## config.mk

```make
export PLATFORM = sky130hd
export DESIGN_NAME = ps2_key_matrix
export DESIGN_NICKNAME = d
export VERILOG_FILES = /design/src/rtl/tank_input_pkg.sv /design/src/rtl/ps2_rx_frame.sv /design/src/rtl/ps2_key_matrix.sv
export SDC_FILE = /design/constraint.sdc
export NUM_CORES = 1
export LEC_CHECK = 0
export ABC_AREA = 0
export BUFFER_PORTS_ARGS = -buffer_cell sky130_fd_sc_hd__buf_2
export CAP_MARGIN = 20
export CORE_ASPECT_RATIO = 0.5
export CORE_UTILIZATION = 30
export DETAILED_ROUTE_END_ITERATION = 8
export HOLD_SLACK_MARGIN = 0.02
export PLACE_DENSITY_LB_ADDON = 0.3
export SLEW_MARGIN = 0
export SYNTH_ARGS = -nofsm -noshare
export SYNTH_HDL_FRONTEND = slang
export SYNTH_SLANG_ARGS = --single-unit
```

## constraint.sdc

```tcl
create_clock -name clk_50m -period 2.6 [get_ports clk_50m]
set_input_delay 0.26 -clock clk_50m [delete_from_list [all_inputs] [get_ports clk_50m]]
set_output_delay 0.26 -clock clk_50m [all_outputs]
set_load 0.01 [all_outputs]
```

## src/rtl/tank_input_pkg.sv

```systemverilog
// Shared constants and types for the PS/2 keyboard front end of the tank controls.
package tank_input_pkg;

    localparam logic [7:0] PS2_PREFIX_EXT = 8'hE0;
    localparam logic [7:0] PS2_PREFIX_BRK = 8'hF0;

    localparam int KEY_NUM_DEFAULT = 10;
    localparam logic [79:0] KEY_CODES_DEFAULT = 80'h5A_4B_3B_42_43_29_23_1C_1B_1D;

    // Player 1 on WSAD + space, player 2 on IKJL + enter.
    localparam int KEY_UP1    = 0;
    localparam int KEY_DOWN1  = 1;
    localparam int KEY_LEFT1  = 2;
    localparam int KEY_RIGHT1 = 3;
    localparam int KEY_FIRE1  = 4;
    localparam int KEY_UP2    = 5;
    localparam int KEY_DOWN2  = 6;
    localparam int KEY_LEFT2  = 7;
    localparam int KEY_RIGHT2 = 8;
    localparam int KEY_FIRE2  = 9;

    typedef enum logic [1:0] {
        RX_IDLE,
        RX_DATA,
        RX_PARITY,
        RX_STOP
    } rx_state_t;

    typedef struct packed {
        logic [7:0] code;
        logic       brk;
        logic       ext;
    } scan_evt_t;

endpackage

```

## src/rtl/ps2_rx_frame.sv

```systemverilog
// PS/2 byte receiver: pin synchronisers, kclk glitch filter, 11-bit framing FSM
// and inter-edge timeout. byte_valid/err are single-cycle strobes on the deciding edge.
module ps2_rx_frame
    import tank_input_pkg::*;
#(
    parameter int FILTER_LEN     = 8,
    parameter int TIMEOUT_CYCLES = 50000
) (
    input  logic       clk_50m,
    input  logic       rst,
    input  logic       kclk,
    input  logic       kdata,
    output logic       byte_valid,
    output logic [7:0] rx_byte,
    output logic       err
);

    localparam int FW = $clog2(FILTER_LEN + 1);
    localparam int TW = $clog2(TIMEOUT_CYCLES + 1);

    logic [1:0]    kclk_sync, kdata_sync;
    logic          kclk_f;
    logic [FW-1:0] filt_cnt;
    logic          filt_hit, fall, kd, tout;

    rx_state_t     state, state_n;
    logic [7:0]    shift;
    logic [2:0]    bit_cnt;
    logic          parity_bit;
    logic [TW-1:0] tout_cnt;

    assign kd       = kdata_sync[1];
    assign filt_hit = (kclk_sync[1] != kclk_f) && (filt_cnt == FW'(FILTER_LEN - 1));
    assign fall     = filt_hit && kclk_f;
    assign tout     = (state != RX_IDLE) && !fall && (tout_cnt == TW'(TIMEOUT_CYCLES - 1));
    assign rx_byte  = shift;

    always_ff @(posedge clk_50m) begin
        if (rst) begin
            kclk_sync  <= 2'b11;
            kdata_sync <= 2'b11;
        end else begin
            kclk_sync  <= {kclk_sync[0], kclk};
            kdata_sync <= {kdata_sync[0], kdata};
        end
    end

    // Any cycle where the synchronised level agrees with the filtered one restarts the run.
    always_ff @(posedge clk_50m) begin
        if (rst) begin
            kclk_f   <= 1'b1;
            filt_cnt <= '0;
        end else if (kclk_sync[1] != kclk_f) begin
            if (filt_hit) begin
                kclk_f   <= kclk_sync[1];
                filt_cnt <= '0;
            end else begin
                filt_cnt <= filt_cnt + 1'b1;
            end
        end else begin
            filt_cnt <= '0;
        end
    end

    always_ff @(posedge clk_50m) begin
        if (rst) begin
            state      <= RX_IDLE;
            shift      <= '0;
            bit_cnt    <= '0;
            parity_bit <= 1'b0;
            tout_cnt   <= '0;
        end else begin
            state <= state_n;
            if (state == RX_IDLE || fall)
                tout_cnt <= '0;
            else
                tout_cnt <= tout_cnt + 1'b1;
            if (fall) begin
                case (state)
                    RX_IDLE:   bit_cnt <= '0;
                    RX_DATA: begin
                        shift   <= {kd, shift[7:1]};
                        bit_cnt <= bit_cnt + 1'b1;
                    end
                    RX_PARITY: parity_bit <= kd;
                    default:   ;
                endcase
            end
        end
    end

    always_comb begin
        state_n    = state;
        byte_valid = 1'b0;
        err        = 1'b0;
        case (state)
            RX_IDLE:
                if (fall) begin
                    if (!kd) state_n = RX_DATA;
                    else     err     = 1'b1;
                end
            RX_DATA:
                if (fall && bit_cnt == 3'd7) state_n = RX_PARITY;
            RX_PARITY:
                if (fall) state_n = RX_STOP;
            RX_STOP:
                if (fall) begin
                    state_n = RX_IDLE;
                    if (kd && (^{shift, parity_bit})) byte_valid = 1'b1;
                    else                              err        = 1'b1;
                end
            default: state_n = RX_IDLE;
        endcase
        if (tout) begin
            state_n = RX_IDLE;
            err     = 1'b1;
        end
    end

endmodule

```

## src/rtl/ps2_key_matrix.sv

```systemverilog
// PS/2 keyboard front end: E0/F0 prefix decode over ps2_rx_frame bytes and an
// independent held/released bit per mapped key.
module ps2_key_matrix
    import tank_input_pkg::*;
#(
    parameter int                      NUM_KEYS       = KEY_NUM_DEFAULT,
    parameter logic [NUM_KEYS*8-1:0]   KEY_CODES      = KEY_CODES_DEFAULT,
    parameter logic [NUM_KEYS-1:0]     KEY_EXT        = '0,
    parameter int                      FILTER_LEN     = 8,
    parameter int                      TIMEOUT_CYCLES = 50000
) (
    input  logic                clk_50m,
    input  logic                rst,
    input  logic                kclk,
    input  logic                kdata,
    output logic [NUM_KEYS-1:0] key_state,
    output logic [NUM_KEYS-1:0] key_press,
    output logic                scan_valid,
    output logic [7:0]          scan_code,
    output logic                scan_break,
    output logic                scan_ext,
    output logic                frame_err
);

    logic       byte_valid, rx_err;
    logic [7:0] rx_byte;
    logic       is_ext, is_brk, code_strobe;
    logic       ext_pending, brk_pending;
    scan_evt_t  scan_q;

    ps2_rx_frame #(
        .FILTER_LEN     (FILTER_LEN),
        .TIMEOUT_CYCLES (TIMEOUT_CYCLES)
    ) u_rx (
        .clk_50m    (clk_50m),
        .rst        (rst),
        .kclk       (kclk),
        .kdata      (kdata),
        .byte_valid (byte_valid),
        .rx_byte    (rx_byte),
        .err        (rx_err)
    );

    assign is_ext      = (rx_byte == PS2_PREFIX_EXT);
    assign is_brk      = (rx_byte == PS2_PREFIX_BRK);
    assign code_strobe = byte_valid && !is_ext && !is_brk;

    assign scan_code  = scan_q.code;
    assign scan_break = scan_q.brk;
    assign scan_ext   = scan_q.ext;

    always_ff @(posedge clk_50m) begin
        if (rst) begin
            ext_pending <= 1'b0;
            brk_pending <= 1'b0;
            scan_valid  <= 1'b0;
            scan_q      <= '0;
            frame_err   <= 1'b0;
        end else begin
            scan_valid <= 1'b0;
            frame_err  <= rx_err;
            if (rx_err) begin
                ext_pending <= 1'b0;
                brk_pending <= 1'b0;
            end else if (byte_valid) begin
                if (is_ext) begin
                    ext_pending <= 1'b1;
                end else if (is_brk) begin
                    brk_pending <= 1'b1;
                end else begin
                    scan_valid  <= 1'b1;
                    scan_q      <= '{code: rx_byte, brk: brk_pending, ext: ext_pending};
                    ext_pending <= 1'b0;
                    brk_pending <= 1'b0;
                end
            end
        end
    end

    // Every key compares against the byte on its own, so duplicate codes update together.
    for (genvar i = 0; i < NUM_KEYS; i++) begin : g_key
        logic hit;
        assign hit = code_strobe && (rx_byte == KEY_CODES[8*i +: 8]) &&
                     (KEY_EXT[i] == ext_pending);

        always_ff @(posedge clk_50m) begin
            if (rst) begin
                key_state[i] <= 1'b0;
                key_press[i] <= 1'b0;
            end else begin
                key_press[i] <= hit && !brk_pending && !key_state[i];
                if (hit) key_state[i] <= !brk_pending;
            end
        end
    end

endmodule

```

==> reports/qor.csv, run 1 <==
metric,value,unit
maxCapViolations,0,
die_area,11300,µm²
clock_skew,5.72,ps
setup_violations,0,
htreeDepth,3,
grt_overflow,0,
drive_above_1_share,0.189,
initialDrtViolationCount,109,
drtPass1Iterations,4,
timing.rr.start,u_rx.rx_byte[6]$_SDFFE_PP0P_,
period_share,0.876,
initial_core_util,0.314,
p_comb_frac,0.033,
grt_pass1_wl,10900,µm
die_h,75.7,µm
row_count,26,
worstPathRequired,2840,ps
ctsResizeCount,0,
grt_pass1_vias,2303,
clkSlewWorstSetupHoldPaths,50,ps
holdCritStartpoint,kclk,
power.net_switching,476,µW
mostFrequentLayoutCells,"dfxtp_1, buf_2, nor2_1, nand2_1, nand3_1",
io_buffers,35,
place_congestion,0.783,
rr_endpoint,key_press[6]$_SDFF_PP0_,
coreArea,10400,µm²
syn_area_per_cell,9.12,µm²
cts.path.max_buffers,2,
pwr-share-clk,0.477,
grt_max_degree,43,
crit_path_end_kind,flop,
cellPowerDensity,608,nW/µm²
fin_crit,2280,ps
yosysUniqueCellTypes,45,
relSlewSlack,0.592,
p_seq_frac,0.489,
ys_async_sr_fraction,0,
cts_buffers,9,
finalMaxSlewViolations,0,
cts-root-buf,clkbuf_16,
syn2layout_area_growth,17.2,%
fin_nets,400,
tritoncts,yes,
ir_worst_vdd,0.000313,V
worst_pin_slew,613,ps
start_kind,flop,
postCtsSetupBuffers,0,
grt_use_total,0.126,
netlist_area,3260,µm²
synthFlopType,dfxtp_1,
crit_arrival,2520,ps
io_pins,36,
power_leakage,1.39,nW
vias,2488,
seq_area_frac_synth,0.449,
antenna_found_initial,0,
hold_depth,2,
synth-seq-cells,73,
wire_per_inst,12.3,µm
criticalPathCategory,flop to flop,
hold_buffers,0,
synth_cells,357,
crit_path_max_fanout,10,
drcViolationCount,0,
final-hold-violation-count,0,
hold_class,input pin to flop,
insertion_delay,330,ps
clock_sinks,73,
synth_edf_count,0,
die_w,149,µm
avgViaCountPerCell,4.69,
final_common_cell,dfxtp_1,
wirelength,6540,µm
rsz0062_at_grt,false,
num_antenna_cells,0,
hpwl,4460,µm
hold_end,u_rx.kclk_sync[0]$_SDFF_PP1_,
drtAntennaViolNets,0,
status,finished clean,
fmax,439,MHz
synth_fp_nets,369,
reg2regPathDepth,5,
ys_warn_count,0,
reg2reg_slack,320,ps
total_power,2.32,mW
power.internal,1.85,mW
swShare,0.205,
setup_tns,0,ps
metrics by stage:
stage               std cells  hold WS, ps  instance area [µm²]  utilization  setup WS (ps)
floorplan                 357          364                 3260            -            648
global placement          517          403                 3550        0.342            341
detailed placement        517          400                 3550        0.342            326
CTS                       531          108                 3820        0.368            304
global route              531          111                 3820        0.368            174
finish                    531          117                 3820        0.368            322
cells in the mapped netlist, types with 2 or more instances:
cell type,n,share of area
a211oi_1,2,0.0046
a21oi_1,21,0.032
a22oi_1,2,0.0046
and3_1,4,0.0077
and4_1,2,0.0054
buf_2,7,0.011
buf_6,2,0.0069
clkbuf_1,12,0.014
dfxtp_1,73,0.45
ha_1,8,0.031
inv_1,8,0.0092
mux2i_1,14,0.043
nand2_1,25,0.029
nand2b_1,16,0.031
nand3_1,22,0.034
nand3b_1,2,0.0046
nand4_1,7,0.013
nor2_1,33,0.038
nor2b_1,6,0.012
nor3_1,19,0.029
nor3_2,8,0.025
nor3b_1,2,0.0046
nor4_1,4,0.0077
nor4_4,2,0.013
o21ai_0,13,0.020
or2_2,6,0.012
or3_1,2,0.0038
xnor2_1,10,0.027
xor2_1,9,0.024
area by class of cell:
cell class / count / area (µm²)
clock buffer: 14 / 264
fill: 1080 / 6560
inverter: 8 / 30.0
multi-input combinational: 253 / 1650
sequential: 73 / 1460
tap: 140 / 175
timing repair buffer: 43 / 235
metal layers:
layer  vias to the layer above  track usage  wire (µm)
met5                         -            0          0
met2                        35        0.205       2900
met4                         0       0.0510         91
met3                         7       0.0437        224
met1                      1159        0.155       3330
li1                       1287            -          -
worst max-delay path, cell delays in order (launching register included):
cell     delay (ps)
dfxtp_1         480
xor2_1          180
xnor3_2         480
mux2i_2         180
or3_1           590
nor4_4          280
worst max path at each step:
stage	from	to	slack, ps	cells past startpoint
floorplan	u_rx.rx_byte[6]$_SDFFE_PP0P_	key_press[2]$_SDFF_PP0_	650	7
global placement	u_rx.rx_byte[6]$_SDFFE_PP0P_	key_press[6]$_SDFF_PP0_	340	5
detailed placement	u_rx.rx_byte[6]$_SDFFE_PP0P_	key_press[2]$_SDFF_PP0_	330	5
CTS	u_rx.rx_byte[6]$_SDFFE_PP0P_	key_press[2]$_SDFF_PP0_	300	5
global route	u_rx.rx_byte[7]$_SDFFE_PP0P_	key_press[6]$_SDFF_PP0_	170	5
finish	u_rx.rx_byte[6]$_SDFFE_PP0P_	key_press[6]$_SDFF_PP0_	320	5
cells by family (layout without fill, tap and decap cells):
logic type	after synthesis	after routing	share of synthesized area
buffers and inverters	31	65	0.0442
and+or+nand+nor	163	163	0.276
xor gates and xnor gates	22	22	0.0726
adders and majority gates	8	8	0.0307
AOI/OAI and AO/OA	44	44	0.0772
muxes	16	16	0.0507
DFF	73	73	0.449
sequential cells by signal (all words and copies together) (netlist names), 2 cells and up:
signal           flops
key_state           10
u_rx.filt_cnt        4
u_rx.bit_cnt         3
u_rx.state           2
key_press           10
u_rx.kclk_sync       2
u_rx.kdata_sync      2
scan_code            8
u_rx.tout_cnt       16
u_rx.rx_byte         8
power by group through the flow:
| stage | Combinational, mW | Sequential, mW | Clock, mW |
|---|---|---|---|
| 6_report | 0.0775 | 1.14 | 1.11 |
| 5_1_grt | 0.0888 | 1.14 | 1.20 |
| 4_1_cts | 0.0789 | 1.14 | 1.15 |
| 3_5_place_dp | 0.0782 | 1.16 | 0 |
| 3_3_place_gp | 0.0776 | 1.16 | 0 |
| 2_1_floorplan | 0.0610 | 1.16 | 0 |
(Power assumes the default switching activity.)
==> run 2, diff against run 1 <==
Settings changed: CORE_MARGIN from default to 2, CORE_UTILIZATION 30 to 49.
==> reports/qor.csv, run 2 (same netlist as run 1, synthesis figures left out) <==
metric,value,unit,change
die_area,7350,µm²,-35%
initialDrtViolationCount,152,,+39%
cts.path.max_buffers,2,,unchanged
wirelength,6660,µm,+1.7%
crit_path_end_kind,flop,,
tritoncts,yes,,
cts_buffers,9,,unchanged
power_leakage,1.40,nW,+0.78%
place_congestion,0.775,,-1.1%
hold_buffers,0,,unchanged
max_flop_register,u_rx.tout_cnt,,
grt_max_degree,43,,unchanged
dp_slack,273,ps,-52.8 ps
final-hold-violation-count,0,,unchanged
clock_skew,3.66,ps,-2.06 ps
status,finished clean,,
fin_crit,2400,ps,+120 ps
criticalPathCategory,flop to flop,,
avgViaCountPerCell,5.30,,+13%
total_power,2.54,mW,+9.4%
io_pins,36,,unchanged
row_count,20,,-23%
postLayoutSetupSlackWorst,202,ps,-120 ps
holdCritStartpoint,kclk,,
htreeDepth,3,,unchanged
ir_worst_vdd,0.000323,V,+3.4%
place_area,3470,µm²,-2.3%
drtAntennaViolNets,0,,unchanged
cts-root-buf,clkbuf_16,,
hold_class,input pin to flop,,
wire_per_inst,13.9,µm,+13%
die_w,119,µm,-20%
maxCapViolations,0,,unchanged
worstPathRequired,2860,ps,+20 ps
num_antenna_cells,0,,unchanged
fmax,417,MHz,-5.0%
grt_pass1_vias,2487,,+8.0%
period_share,0.922,,+0.0462
rsz0062_at_grt,false,,
relSlewSlack,0.608,,+0.0168
crit_path_max_fanout,10,,unchanged
fin_nets,398,,-0.50%
cp-startpoint,u_rx.rx_byte[7]$_SDFFE_PP0P_,,
largest_reg_flops,16,,unchanged
clock_sinks,73,,unchanged
start_kind,flop,,
mostFrequentLayoutCells,"dfxtp_1, buf_2, nor2_1, nand2_1, nand3_1",,
vias,2540,,+2.1%
postCtsSetupBuffers,0,,unchanged
final_common_cell,dfxtp_1,,
die_h,61.7,µm,-19%
coreArea,6230,µm²,-40%
timing.rr.start,u_rx.rx_byte[7]$_SDFFE_PP0P_,,
antenna_found_initial,0,,unchanged
worst_pin_slew,587,ps,-25.2 ps
grt_use_total,0.201,,+0.0747
drcViolationCount,0,,unchanged
syn2layout_area_growth,16.4,%,
grt_pass1_wl,11200,µm,+2.3%
io_buffers,35,,unchanged
final_area,3790,µm²,-0.66%
fin_util,0.609,,+0.241
nFillCells,535,,-50%
largest_registers,"u_rx.tout_cnt x16, key_press x10, key_state x10",,
drtPass1Iterations,4,,unchanged
cellPowerDensity,670,nW/µm²,+10%
drive_above_1_share,0.197,,+0.00767
grt_overflow,0,,unchanged
finalMaxSlewViolations,0,,unchanged
crit_arrival,2650,ps,+130 ps
setup_tns,0,ps,unchanged
setup_violations,0,,unchanged
hpwl,4670,µm,+4.8%
ctsResizeCount,0,,unchanged
insertion_delay,340,ps,about the same
initial_core_util,0.523,,+0.209
clkSlewWorstSetupHoldPaths,60,ps,about the same
run 2: cell types whose count changed in the layout (fill, tap and decap cells not counted):
cell / previous run / this run
clkbuf_1: 3 / 0
clkbuf_8: 2 / 0
clkinv_2: 0 / 2
bufinv_16: 0 / 2
buf_4: 8 / 6
clkinvlp_4: 0 / 2
inv_6: 0 / 1
run 2: power by group:
part	leakage (nW)	switching (mW)	internal (mW)	total, mW
registers	0.589	0.00774	1.13	1.14
clock network	0.152	0.490	0.839	1.33
logic	0.655	0.0468	0.0291	0.0759
total	1.40	0.544	2.00	2.54
run 2: cell type report:
class,count,area [µm²],area share
Sequential cell,73,1460,0.385
Multi-Input combinational cell,253,1650,0.435
Clock inverter,7,93.8,0.0247
Inverter,8,30.0,0.00792
Clock buffer,9,225,0.0594
Tap cell,88,110,0.0290
Timing Repair Buffer,41,220,0.0581
run 2: worst max-delay path: stages (launching register included):
cell,delay (ps)
dfxtp_1,510
xnor3_1,420
nor3_1,350
mux2i_2,160
or3_1,590
nor4_4,280
run 2: worst paths after layout:
kind / endpoint / slack (ps) / cells after the start
setup / recovery: key_press[6]$_SDFF_PP0_ / 200 / 5
hold / removal: u_rx.kclk_sync[0]$_SDFF_PP1_ / 100 / 2
setup reg to reg: key_press[6]$_SDFF_PP0_ / 200 / 5
hold reg to reg: u_rx.kclk_sync[1]$_SDFF_PP1_ / 400 / 1
run 2: layer usage:
metal | global-route usage | routed length (µm)
met1 | 0.213 | 2920
met5 | 0 | 0
met4 | 0.0639 | 86
met3 | 0.0917 | 339
met2 | 0.372 | 3310
run 2: metrics by stage:
step	hold slack [ps]	std cells
finish	103	479
floorplan	364	357
global route	98.6	479
global placement	402	463
CTS	99.4	479
detailed placement	392	463
